$ cat config.mk
export PLATFORM = sky130hd
export DESIGN_NAME = matrix_seq_gen
export DESIGN_NICKNAME = d
export VERILOG_FILES = /design/src/rtl/matrix_seq_gen.sv
export SDC_FILE = /design/constraint.sdc
export NUM_CORES = 1
export LEC_CHECK = 0
export CORE_MARGIN = 8
export CORE_UTILIZATION = 64
export CTS_BUF_LIST = sky130_fd_sc_hd__clkbuf_4 sky130_fd_sc_hd__clkbuf_8 sky130_fd_sc_hd__clkbuf_16
export DETAILED_ROUTE_END_ITERATION = 10
export DONT_BUFFER_PORTS = 1
export PLACE_DENSITY = 0.83
export SLEW_MARGIN = 20
export SYNTH_ARGS = -nofsm -noshare
export SYNTH_HDL_FRONTEND = slang
export SYNTH_SLANG_ARGS = --single-unit
$ cat constraint.sdc
create_clock -name clk_i -period 12 [get_ports clk_i]
set_input_delay 3 -clock clk_i [delete_from_list [all_inputs] [get_ports clk_i]]
set_output_delay 3 -clock clk_i [all_outputs]
set_load 0.03 [all_outputs]
$ cat src/rtl/matrix_seq_gen.sv
// ---------------------------------------------------------------------------
// matrix_seq_gen
//   Test-sequence generator that feeds matrix operands to a bench driver.
//   A start request launches a run of num_tests tests, each made of NUM_OPS
//   operand matrices. Each matrix is built one element per cycle into an
//   internal buffer, then offered on a valid/ack handshake.
//
//   Handshake: sequence_valid_o stays high, and sequence_o and the indices
//   stay stable, until a cycle with sequence_send_i=1. That edge completes the
//   transfer. sequence_send_i is ignored while sequence_valid_o is low. The
//   ack may arrive in the same cycle that valid rises.
//
// Ports
//   clk_i, rst_ni       clock, synchronous active-low reset
//   test_start_i        start request, sampled only in IDLE
//   abort_i             abandon the run and return to IDLE (no done pulse)
//   mode_i, const_i     fill mode and CONST value, latched at start
//   num_tests_i         tests per run (0 counts as 1), latched at start
//   sequence_o          packed row-major matrix, element i at [i*DATA_W +: DATA_W]
//   sequence_valid_o    matrix offered; sequence_send_i is the consumer ack
//   op_idx_o/test_idx_o indices of the matrix currently built or offered
//   busy_o, done_o      not-idle flag; one-cycle run-complete pulse
// ---------------------------------------------------------------------------
module matrix_seq_gen #(
  parameter int unsigned DATA_W    = 16,
  parameter int unsigned MAT_DIM   = 4,
  parameter int unsigned NUM_OPS   = 2,
  parameter logic [31:0] LFSR_SEED = 32'hACE1_2024,
  parameter int unsigned LO_MAX    = 50,
  parameter int unsigned HI_MIN    = 100,
  parameter int unsigned HI_MAX    = 150
) (
  input  logic                                clk_i,
  input  logic                                rst_ni,
  input  logic                                test_start_i,
  input  logic                                abort_i,
  input  logic [1:0]                          mode_i,
  input  logic [DATA_W-1:0]                   const_i,
  input  logic [15:0]                         num_tests_i,
  output logic [MAT_DIM*MAT_DIM*DATA_W-1:0]   sequence_o,
  output logic                                sequence_valid_o,
  input  logic                                sequence_send_i,
  output logic [2:0]                          op_idx_o,
  output logic [15:0]                         test_idx_o,
  output logic                                busy_o,
  output logic                                done_o
);

  localparam int unsigned ELEMS = MAT_DIM * MAT_DIM;
  localparam int unsigned SEQ_W = ELEMS * DATA_W;
  localparam int unsigned CTR_W = (ELEMS > 1) ? $clog2(ELEMS) : 1;
  localparam logic [CTR_W-1:0] LAST_ELEM = CTR_W'(ELEMS - 1);
  localparam logic [2:0]       LAST_OP   = 3'(NUM_OPS - 1);
  // Galois feedback mask for x^32 + x^22 + x^2 + x + 1 (right-shifting form)
  localparam logic [31:0]      LFSR_POLY = 32'h8020_0003;
  localparam logic [15:0]      LO_MOD    = 16'(LO_MAX + 1);
  localparam logic [15:0]      HI_MOD    = 16'(HI_MAX - HI_MIN + 1);
  localparam logic [15:0]      HI_BASE   = 16'(HI_MIN);

  typedef enum logic [1:0] {
    S_IDLE = 2'd0,
    S_GEN  = 2'd1,
    S_SEND = 2'd2,
    S_DONE = 2'd3
  } state_e;

  state_e              state_q, state_d;
  logic [CTR_W-1:0]    ctr_q, ctr_d;
  logic [SEQ_W-1:0]    seq_q, seq_d;
  logic                valid_q, valid_d;
  logic [2:0]          op_q, op_d;
  logic [15:0]         test_q, test_d;
  logic                busy_q, busy_d;
  logic                done_q, done_d;
  logic [31:0]         lfsr_q, lfsr_d;
  logic [1:0]          mode_q, mode_d;
  logic [DATA_W-1:0]   const_q, const_d;
  logic [15:0]         last_test_q, last_test_d;

  logic [31:0]         lfsr_step;
  logic [15:0]         rnd_val;
  logic [31:0]         incr_val;
  logic [DATA_W-1:0]   elem_val;

  always_comb begin
    state_d     = state_q;
    ctr_d       = ctr_q;
    seq_d       = seq_q;
    valid_d     = valid_q;
    op_d        = op_q;
    test_d      = test_q;
    done_d      = 1'b0;
    lfsr_d      = lfsr_q;
    mode_d      = mode_q;
    const_d     = const_q;
    last_test_d = last_test_q;

    // Value of the element being written this cycle. In RANDOM mode the
    // element uses the freshly stepped LFSR state.
    lfsr_step = {1'b0, lfsr_q[31:1]} ^ (lfsr_q[0] ? LFSR_POLY : 32'd0);
    if ((lfsr_step[31:16] % 16'd6) == 16'd0) begin
      rnd_val = lfsr_step[15:0] % LO_MOD;
    end else begin
      rnd_val = HI_BASE + (lfsr_step[15:0] % HI_MOD);
    end
    incr_val = 32'(op_q) * 32'(ELEMS) + 32'(ctr_q);
    case (mode_q)
      2'd0:    elem_val = DATA_W'(rnd_val);
      2'd1:    elem_val = DATA_W'(incr_val);
      2'd2:    elem_val = const_q;
      default: elem_val = ((32'(ctr_q) % 32'(MAT_DIM + 1)) == 32'd0) ? DATA_W'(1) : '0;
    endcase

    case (state_q)
      S_IDLE: begin
        // Start beats abort here; abort has no meaning while idle.
        if (test_start_i) begin
          mode_d      = mode_i;
          const_d     = const_i;
          last_test_d = (num_tests_i == 16'd0) ? 16'd0 : num_tests_i - 16'd1;
          op_d        = '0;
          test_d      = '0;
          ctr_d       = '0;
          state_d     = S_GEN;
        end
      end
      S_GEN: begin
        if (abort_i) begin
          valid_d = 1'b0;
          state_d = S_IDLE;
        end else begin
          seq_d[32'(ctr_q) * DATA_W +: DATA_W] = elem_val;
          if (mode_q == 2'd0) lfsr_d = lfsr_step;
          ctr_d = ctr_q + 1'b1;
          if (ctr_q == LAST_ELEM) begin
            ctr_d   = '0;
            valid_d = 1'b1;
            state_d = S_SEND;
          end
        end
      end
      S_SEND: begin
        if (abort_i) begin
          valid_d = 1'b0;
          state_d = S_IDLE;
        end else if (sequence_send_i) begin
          valid_d = 1'b0;
          if (op_q < LAST_OP) begin
            op_d    = op_q + 3'd1;
            state_d = S_GEN;
          end else if (test_q < last_test_q) begin
            op_d    = '0;
            test_d  = test_q + 16'd1;
            state_d = S_GEN;
          end else begin
            done_d  = 1'b1;
            state_d = S_DONE;
          end
        end
      end
      default: begin
        // S_DONE: done_q is high for this single cycle; abort changes nothing.
        state_d = S_IDLE;
      end
    endcase

    busy_d = (state_d != S_IDLE);
  end

  always_ff @(posedge clk_i) begin
    if (!rst_ni) begin
      state_q     <= S_IDLE;
      ctr_q       <= '0;
      seq_q       <= '0;
      valid_q     <= 1'b0;
      op_q        <= '0;
      test_q      <= '0;
      busy_q      <= 1'b0;
      done_q      <= 1'b0;
      lfsr_q      <= LFSR_SEED;
      mode_q      <= '0;
      const_q     <= '0;
      last_test_q <= '0;
    end else begin
      state_q     <= state_d;
      ctr_q       <= ctr_d;
      seq_q       <= seq_d;
      valid_q     <= valid_d;
      op_q        <= op_d;
      test_q      <= test_d;
      busy_q      <= busy_d;
      done_q      <= done_d;
      lfsr_q      <= lfsr_d;
      mode_q      <= mode_d;
      const_q     <= const_d;
      last_test_q <= last_test_d;
    end
  end

  assign sequence_o       = seq_q;
  assign sequence_valid_o = valid_q;
  assign op_idx_o         = op_q;
  assign test_idx_o       = test_q;
  assign busy_o           = busy_q;
  assign done_o           = done_q;

endmodule
* Word-level counts from Yosys, hierarchy flattened
Index checks and enable logic that the tools add are counted. W data, S select, Z words.
Operators by class: order comparisons 2, mux-type cells 36, shifts and indexed selects 2, reduce and logical (&&, ||, !) cells 17, bitwise gates (word level) 5, div/mod/pow operators 3, add/subtract/negate cells 7, eq/ne operators 14
Operator list (number):
- $bwmux W256 | 1
- $shift A16 B34 Y256 const A | 1
- $shiftx A16 B34 Y256 | 1
- $mux W16 | 7
- $pmux W16 S3 | 1
- $neg A8 Y34 | 1
- $logic_not A16 Y1 | 2
- $logic_not A32 Y1 | 1
- $mod A4 B3 Y32 const B | 1
- $mux W32 | 1
- $pmux W16 S2 | 1
- $xor A31 B32 Y32 | 1
- $add A16 B1 Y16 const B | 1
- $add A7 B16 Y16 const A | 1
- $lt A16 B16 Y1 | 1
- $mod A16 B3 Y16 const B | 1
- $mod A16 B6 Y16 const B | 1
- $sub A16 B1 Y16 const B | 1
- $mux W3 | 5
- $mux W2 | 7
- $mux W4 | 3
- $ne A2 B2 Y1 const B | 6
- $ne A3 B3 Y1 const B | 3
- $reduce_and A3 Y1 | 3
- 19 further kinds | 34
Storage, ports and cells: flip-flop bits (word level) 350, word-level logic and storage cells 98, input port bits 39

* Longest topological paths before layout
Gate-level depths: netlist (run 1).
depth in word-level cells 8, depth in mapped cells 47, gate-level depth less buffers 40

* Worst setup path after synthesis (run 1)
OpenSTA, ideal clock, no wires.
kind flip-flop to flip-flop, start point register lfsr_q[12], end point register seq_q[196] (netlist: sequence_o[196]), cell stages (with the launch flop) 47, path slack 1.864 ns, clock period less this slack 10.136 ns, setup time 0.070 ns, data required time 11.930 ns, arrival time 10.066 ns, path through dfxtp_1 > buf_6 > a211o_4 > a221oi_4 > or4b_1 > nand2_2 > a2111oi_2 > or4_1 > buf_2 > o211a_4 > or3_4 > and2_1 > buf_4 > and3_4 > a21oi_2 > o211ai_2 > a221oi_2 > nand2_1 > (+11 left out) > a21o_1 > buf_6 > nand2_1 > xnor2_1 > ha_1 > inv_1 > a2111oi_0 > a221o_2 > o211a_1 > xnor2_1 > ha_1 > nand2_1 > and3_1 > o21ba_2 > o21bai_2 > clkbuf_1 > nand3_1 > a21boi_1
On the way: word-level cells in the longest chain between the ends 7
Ends and longest elaborated chain:
- from (decl) | RTL line 75 | logic [31:0] lfsr_q, lfsr_d;
- from (signal assigned) | RTL line 193 | lfsr_q <= lfsr_d;
- $xor A31 B32 Y32 * | RTL line 100 | lfsr_step = {1'b0, lfsr_q[31:1]} ^ (lfsr_q[0] ? LFSR_POLY : 32'd0);
- $mod A16 B6 Y16 * | RTL line 102, 104
- $add A7 B16 Y16 | RTL line 104 | rnd_val = HI_BASE + (lfsr_step[15:0] % HI_MOD);
- $mux W16 * | RTL line 101 | if ((lfsr_step[31:16] % 16'd6) == 16'd0) begin
- $pmux W16 S3 * | RTL line 107 | case (mode_q)
- $shiftx A16 B34 Y256 * | RTL line 132 | seq_d[32'(ctr_q) * DATA_W +: DATA_W] = elem_val;
- $bwmux W256 * | RTL line 132
- to (signal assigned) | RTL line 187 | seq_q <= seq_d;
- to (decl) | RTL line 69 | logic [SEQ_W-1:0] seq_q, seq_d;
Every way passes the cells marked *; elsewhere a longest branch is shown, timed or not. A chain may end at the register's enable or synchronous reset.

* Worst setup path after layout (run 1)
start point register lfsr_q[12], end point register seq_q[118] (netlist: sequence_o[118])
The elaborated chain is that of the path after synthesis.

==> results of run 1 <==
## flip-flops by register name, summed over array words and instances (netlist names)
name	flops
test_idx_o	16
sequence_valid_o	1
ctr_q	4
last_test_q	16
sequence_o	256
state_q	2
busy_o	1
const_q	16
mode_q	2
lfsr_q	32
op_idx_o	3
done_o	1
## cell families (layout without fill, tap and decap cells)
group / count (synthesis) / count (layout) / share of synthesized area
buffers and inverters: 214 / 147 / 0.0549
adder cells (fa/ha/maj): 35 / 35 / 0.0231
AND/OR/NAND/NOR: 983 / 983 / 0.250
flip-flops: 350 / 350 / 0.373
other: 0 / 1 / 0
multiplexers: 32 / 32 / 0.0191
AO/OA/AOI/OAI: 690 / 690 / 0.253
XOR/XNOR: 54 / 54 / 0.0267
## cell type report
cell class                 count  area share
sequential                   350       0.351
clock buffer                  47      0.0514
multi-input combinational   1794       0.543
antenna                        1    0.000125
clock inverter                19     0.00996
timing repair buffer          30      0.0113
inverter                      51     0.00958
tap                          384      0.0240
## worst register-to-register path, delay by kind of cell, from the launching register on
family / cells / cell delay (ns)
compound gates: 20 / 5.57
xor+xnor: 4 / 1.00
fa+ha+maj: 4 / 1.09
buf+inv: 4 / 0.62
flops: 1 / 0.46
mux: 2 / 0.53
simple gates: 6 / 1.80
## Yosys cell counts, types with 16 or more instances
cell type | instances | area, um2
a21boi_0 | 86 | 646
a21boi_1 | 46 | 345
a21oi_1 | 123 | 616
a21oi_2 | 16 | 140
and2_1 | 42 | 263
and3_1 | 28 | 175
buf_2 | 16 | 80.1
clkbuf_1 | 115 | 432
dfxtp_1 | 350 | 7010
ha_1 | 32 | 400
inv_1 | 51 | 191
mux2i_1 | 23 | 230
nand2_1 | 420 | 1580
nand2b_1 | 26 | 163
nand3_1 | 132 | 661
nor2_1 | 122 | 458
nor2b_1 | 46 | 288
nor3_1 | 45 | 225
nor4_1 | 20 | 125
o211ai_1 | 32 | 240
o21ai_0 | 158 | 791
o21ai_1 | 18 | 90.1
o22ai_1 | 26 | 163
or3_1 | 19 | 119
xnor2_1 | 37 | 324
## per-layer routing
metal	part of all wire	track usage
met4	0.058	0.170
met1	0.38	0.376
met3	0.13	0.130
met5	0	0
met2	0.44	0.486
## path summary, 6_finish.rpt
check	slack [ns]	end
worst max-delay path	0.81	sequence_o[118]$_SDFFE_PN0P_
worst min-delay path	0.47	const_q[4]$_SDFFE_PN0P_
worst max register to register	0.81	sequence_o[118]$_SDFFE_PN0P_
worst min register to register	0.47	const_q[4]$_SDFFE_PN0P_
## timing repair
item,CTS,global route
gates resized for setup,0,11
endpoints found under the setup margin,0,205
setup buffers,0,0
## through the flow
stage,util,worst slack [ns],hold WS (ns),cells
4_1_cts,0.691,0.388,0.468,2675
5_1_grt,0.694,0.0338,0.489,2676
6_report,0.694,0.813,0.469,2676
3_5_place_dp,0.649,0.478,0.458,2609
3_3_place_gp,0.649,0.924,0.451,2609
2_1_floorplan,-,1.86,0.438,2358
==> results_dict.tcl, run 1 <==
set metrics [dict create \
    synth_area_um2 18800 \
    holdCritStartpoint "const_q[4]$_SDFFE_PN0P_" \
    crit_top_cell "xnor2_1" \
    insertion_delay_ns 0.53 \
    hold_depth 2 \
    holdBufCountCts 0 \
    place_congestion 0.975 \
    path_delay_family "compound AO/OA/AOI/OAI gates" \
    cts.sinks 350 \
    synth_cells 2358 \
    reg2reg_from "lfsr_q[12]$_SDFFE_PN0P_" \
    rows 62 \
    cts_tree "built" \
    status "complete, no violations" \
    multi_input_area_um2 10800 \
    crit_cells 40 \
    syn_avg_cell_area_um2 7.96 \
    critical_path.startpoint "lfsr_q[12]$_SDFFE_PN0P_" \
    worst_pin_slew_ns 1.12 \
    path_buf_inv 4 \
    drcViolationCount 0 \
    crit_slowest_cell "or4_4" \
    drt-initial-drc-count 2064 \
    start_util 0.652 \
    gr-total-overflow 0 \
    fin_nets 2335 \
    design.die.area_um2 35100 \
    wl_per_cell_um 22.1 \
    critPathRequiredTime_ns 12.39 \
    syn_nets 2429 \
    drt-pass1-iter-count 8 \
    die_w_um 187 \
    worst-path-max-fanout 17 \
    path_class "flip-flop to flip-flop" \
    synth_edf_count 0 \
    layout_commonest_cell "nand2_1" \
    clock_path_buffers 3 \
    grtUsageTotal 0.317 \
    setup_tns_ns 0 \
    ant_nets 0 \
    ys_seq_elements 350 \
    critPathCaptureType "flip-flop" \
    dr_total_vias 17646 \
    h-tree-depth 2 \
    grt_pass1_vias 16279 \
    slew_headroom 0.251 \
    async_reset_ff_frac 0 \
    reg2reg_depth 40 \
    max_stage_delay_ns 0.66 \
    area_growth_pct 6.42 \
    chipHeight_um 187 \
    num_io_pins 317 \
    maxSlewViolCount 0 \
    path_clk_slew_ns 0.07 \
    start_kind "flip-flop" \
    rsz0062_at_grt "no" \
    drive_above_1_share 0.0995 \
    yosysSeqAreaShare 0.373 \
    routed_wl_mm 59.3 \
    finalCriticalPeriod_ns 11.19 \
    layout.cells.most_common_list "420 x nand2_1, 350 x dfxtp_1, 158 x o21ai_0, 132 x nand3_1, 123 x a21oi_1" \
    fmax_mhz 89.4 \
    dp_hpwl_mm 42.2 \
    max_cap_violations 0 \
    ys_warn_count 0 \
    grt_max_degree 329 \
    antenna_found_initial 2 \
    worstPathArrival_ns 11.58 \
    timing.final.crit_share 0.932 \
    hold_path_class "flip-flop to flip-flop" \
    dpl_cell_area_um2 18700 \
    io_buffers 0 \
    core_area_um2 28800 \
    numCtsBuffers 37 \
    ys.flop_type "dfxtp_1" \
    viasPerCell 6.59 \
    synth_cell_types 124 \
    seq_area_um2 7010 \
    stdcell_area_um2 20000 \
    hold_viol_final 0 \
    grt_pass1_wl_mm 91.1 \
    fillers 2314 \
    fin_skew_ns 0.0256 \
    setup_viol 0 \
    root_buffer "clkbuf_16" \
]
Power of run 1 is left out: the tool's default activity adds up to more than one toggle a clock period on the data nets, which glitch-free logic cannot reach.
==> inputs of run 2 (changes only) <==
CORE_MARGIN = 4   (was 8)
CTS_CLUSTER_SIZE = 20   (was default)
SLEW_MARGIN = 5   (was 20)
==> results_dict.tcl, run 2 (same netlist as run 1, synthesis figures left out) <==
set metrics [dict create \
    wl_per_cell_um 21.5 \
    core_area_um2 28900 \
    num_io_pins 317 \
    layout.cells.most_common_list "420 x nand2_1, 350 x dfxtp_1, 158 x o21ai_0, 132 x nand3_1, 123 x a21oi_1" \
    grt_max_degree 329 \
    timing.final.crit_share 0.944 \
    setup_viol 0 \
    design.die.area_um2 32100 \
    drcViolationCount 0 \
    start_kind "flip-flop" \
    viasPerCell 6.59 \
    chipHeight_um 179 \
    crit_slowest_cell "or4_4" \
    path_delay_family "compound AO/OA/AOI/OAI gates" \
    h-tree-depth 2 \
    dp_hpwl_mm 40.9 \
    antenna_cells 0 \
    fmax_mhz 88.3 \
    gr-total-overflow 0 \
    cts_tree "built" \
    hold_path_class "flip-flop to flip-flop" \
    stdcell_area_um2 20000 \
    largest_register_ffs 256 \
    dpl_cell_area_um2 18700 \
    start_util 0.651 \
    area_growth_pct 6.34 \
    place_congestion 0.979 \
    worst-path-max-fanout 17 \
    crit_cells 42 \
    grt_pass1_wl_mm 87.3 \
    numCtsBuffers 36 \
    fin_nets 2334 \
    insertion_delay_ns 0.53 \
    drt-pass1-iter-count 6 \
    worst_pin_slew_ns 1.38 \
    die_w_um 179 \
    hold_depth 2 \
    layout_commonest_cell "nand2_1" \
    max_stage_delay_ns 0.66 \
    fin_skew_ns 0.0190 \
    rows 62 \
    slew_headroom 0.0792 \
    io_buffers 0 \
    clock_path_buffers 3 \
    root_buffer "clkbuf_16" \
    cts.sinks 350 \
    critPathRequiredTime_ns 12.44 \
    hold_viol_final 0 \
    drt-initial-drc-count 1951 \
    dr_total_vias 17609 \
    critPathCaptureType "flip-flop" \
    path_clk_slew_ns 0.06 \
    ant_nets 0 \
    grt_pass1_vias 16120 \
    drive_above_1_share 0.0978 \
    holdBufCountCts 0 \
    routed_wl_mm 57.5 \
    antenna_found_initial 1 \
    path_class "flip-flop to flip-flop" \
    worstPathArrival_ns 11.76 \
    finalCriticalPeriod_ns 11.32 \
    status "complete, no violations" \
    reg2reg_depth 42 \
    maxSlewViolCount 0 \
    max_cap_violations 0 \
    path_buf_inv 3 \
    grtUsageTotal 0.337 \
]
## run 2: timing repair
item	4_1_cts	5_1_grt
buffers inserted	0	2
resized for setup	0	13
endpoints found under the hold margin	0	0
setup endpoints to repair	0	184
## run 2: path summary, 6_finish.rpt
| check | start | to | slack [ns] |
|---|---|---|---|
| max | lfsr_q[12]$_SDFFE_PN0P_ | sequence_o[180]$_SDFFE_PN0P_ | 0.68 |
| max reg2reg | lfsr_q[12]$_SDFFE_PN0P_ | sequence_o[180]$_SDFFE_PN0P_ | 0.68 |
| min | const_q[8]$_SDFFE_PN0P_ | const_q[8]$_SDFFE_PN0P_ | 0.47 |
| min reg2reg | const_q[8]$_SDFFE_PN0P_ | const_q[8]$_SDFFE_PN0P_ | 0.47 |
## run 2: tightest hold or removal path: stages (launching register included)
cell and delay [ns]:
dfxtp_1 0.31, nand2_1 0.04, a21boi_0 0.06
## run 2: area by class of cell
class / count / area [um2]
well taps: 384 / 480
flip-flops and latches: 350 / 7010
inverters: 51 / 191
clock inverters: 14 / 180
fillers: 2344 / 8890
multi-input cells: 1794 / 10800
repair buffers: 30 / 225
clock buffers: 51 / 1060
## run 2: layer usage
layer  global-route usage  routed length [um]
met2                0.538               26200
met5                    0                  12
met3                0.110                6610
met1                0.420               21700
met4                0.140                2940
## run 2: through the flow
stage	hold WS [ns]	worst slack, ns	std cells	util	setup TNS (ns)
floorplan	0.438	1.86	2358	-	0
global placement	0.451	0.858	2607	0.647	0
detailed placement	0.454	0.468	2607	0.647	0
CTS	0.463	0.384	2672	0.690	0
global route	0.484	-0.0151	2674	0.692	-0.0151
finish	0.466	0.675	2674	0.692	0
Power of run 2 is left out for the same reason.
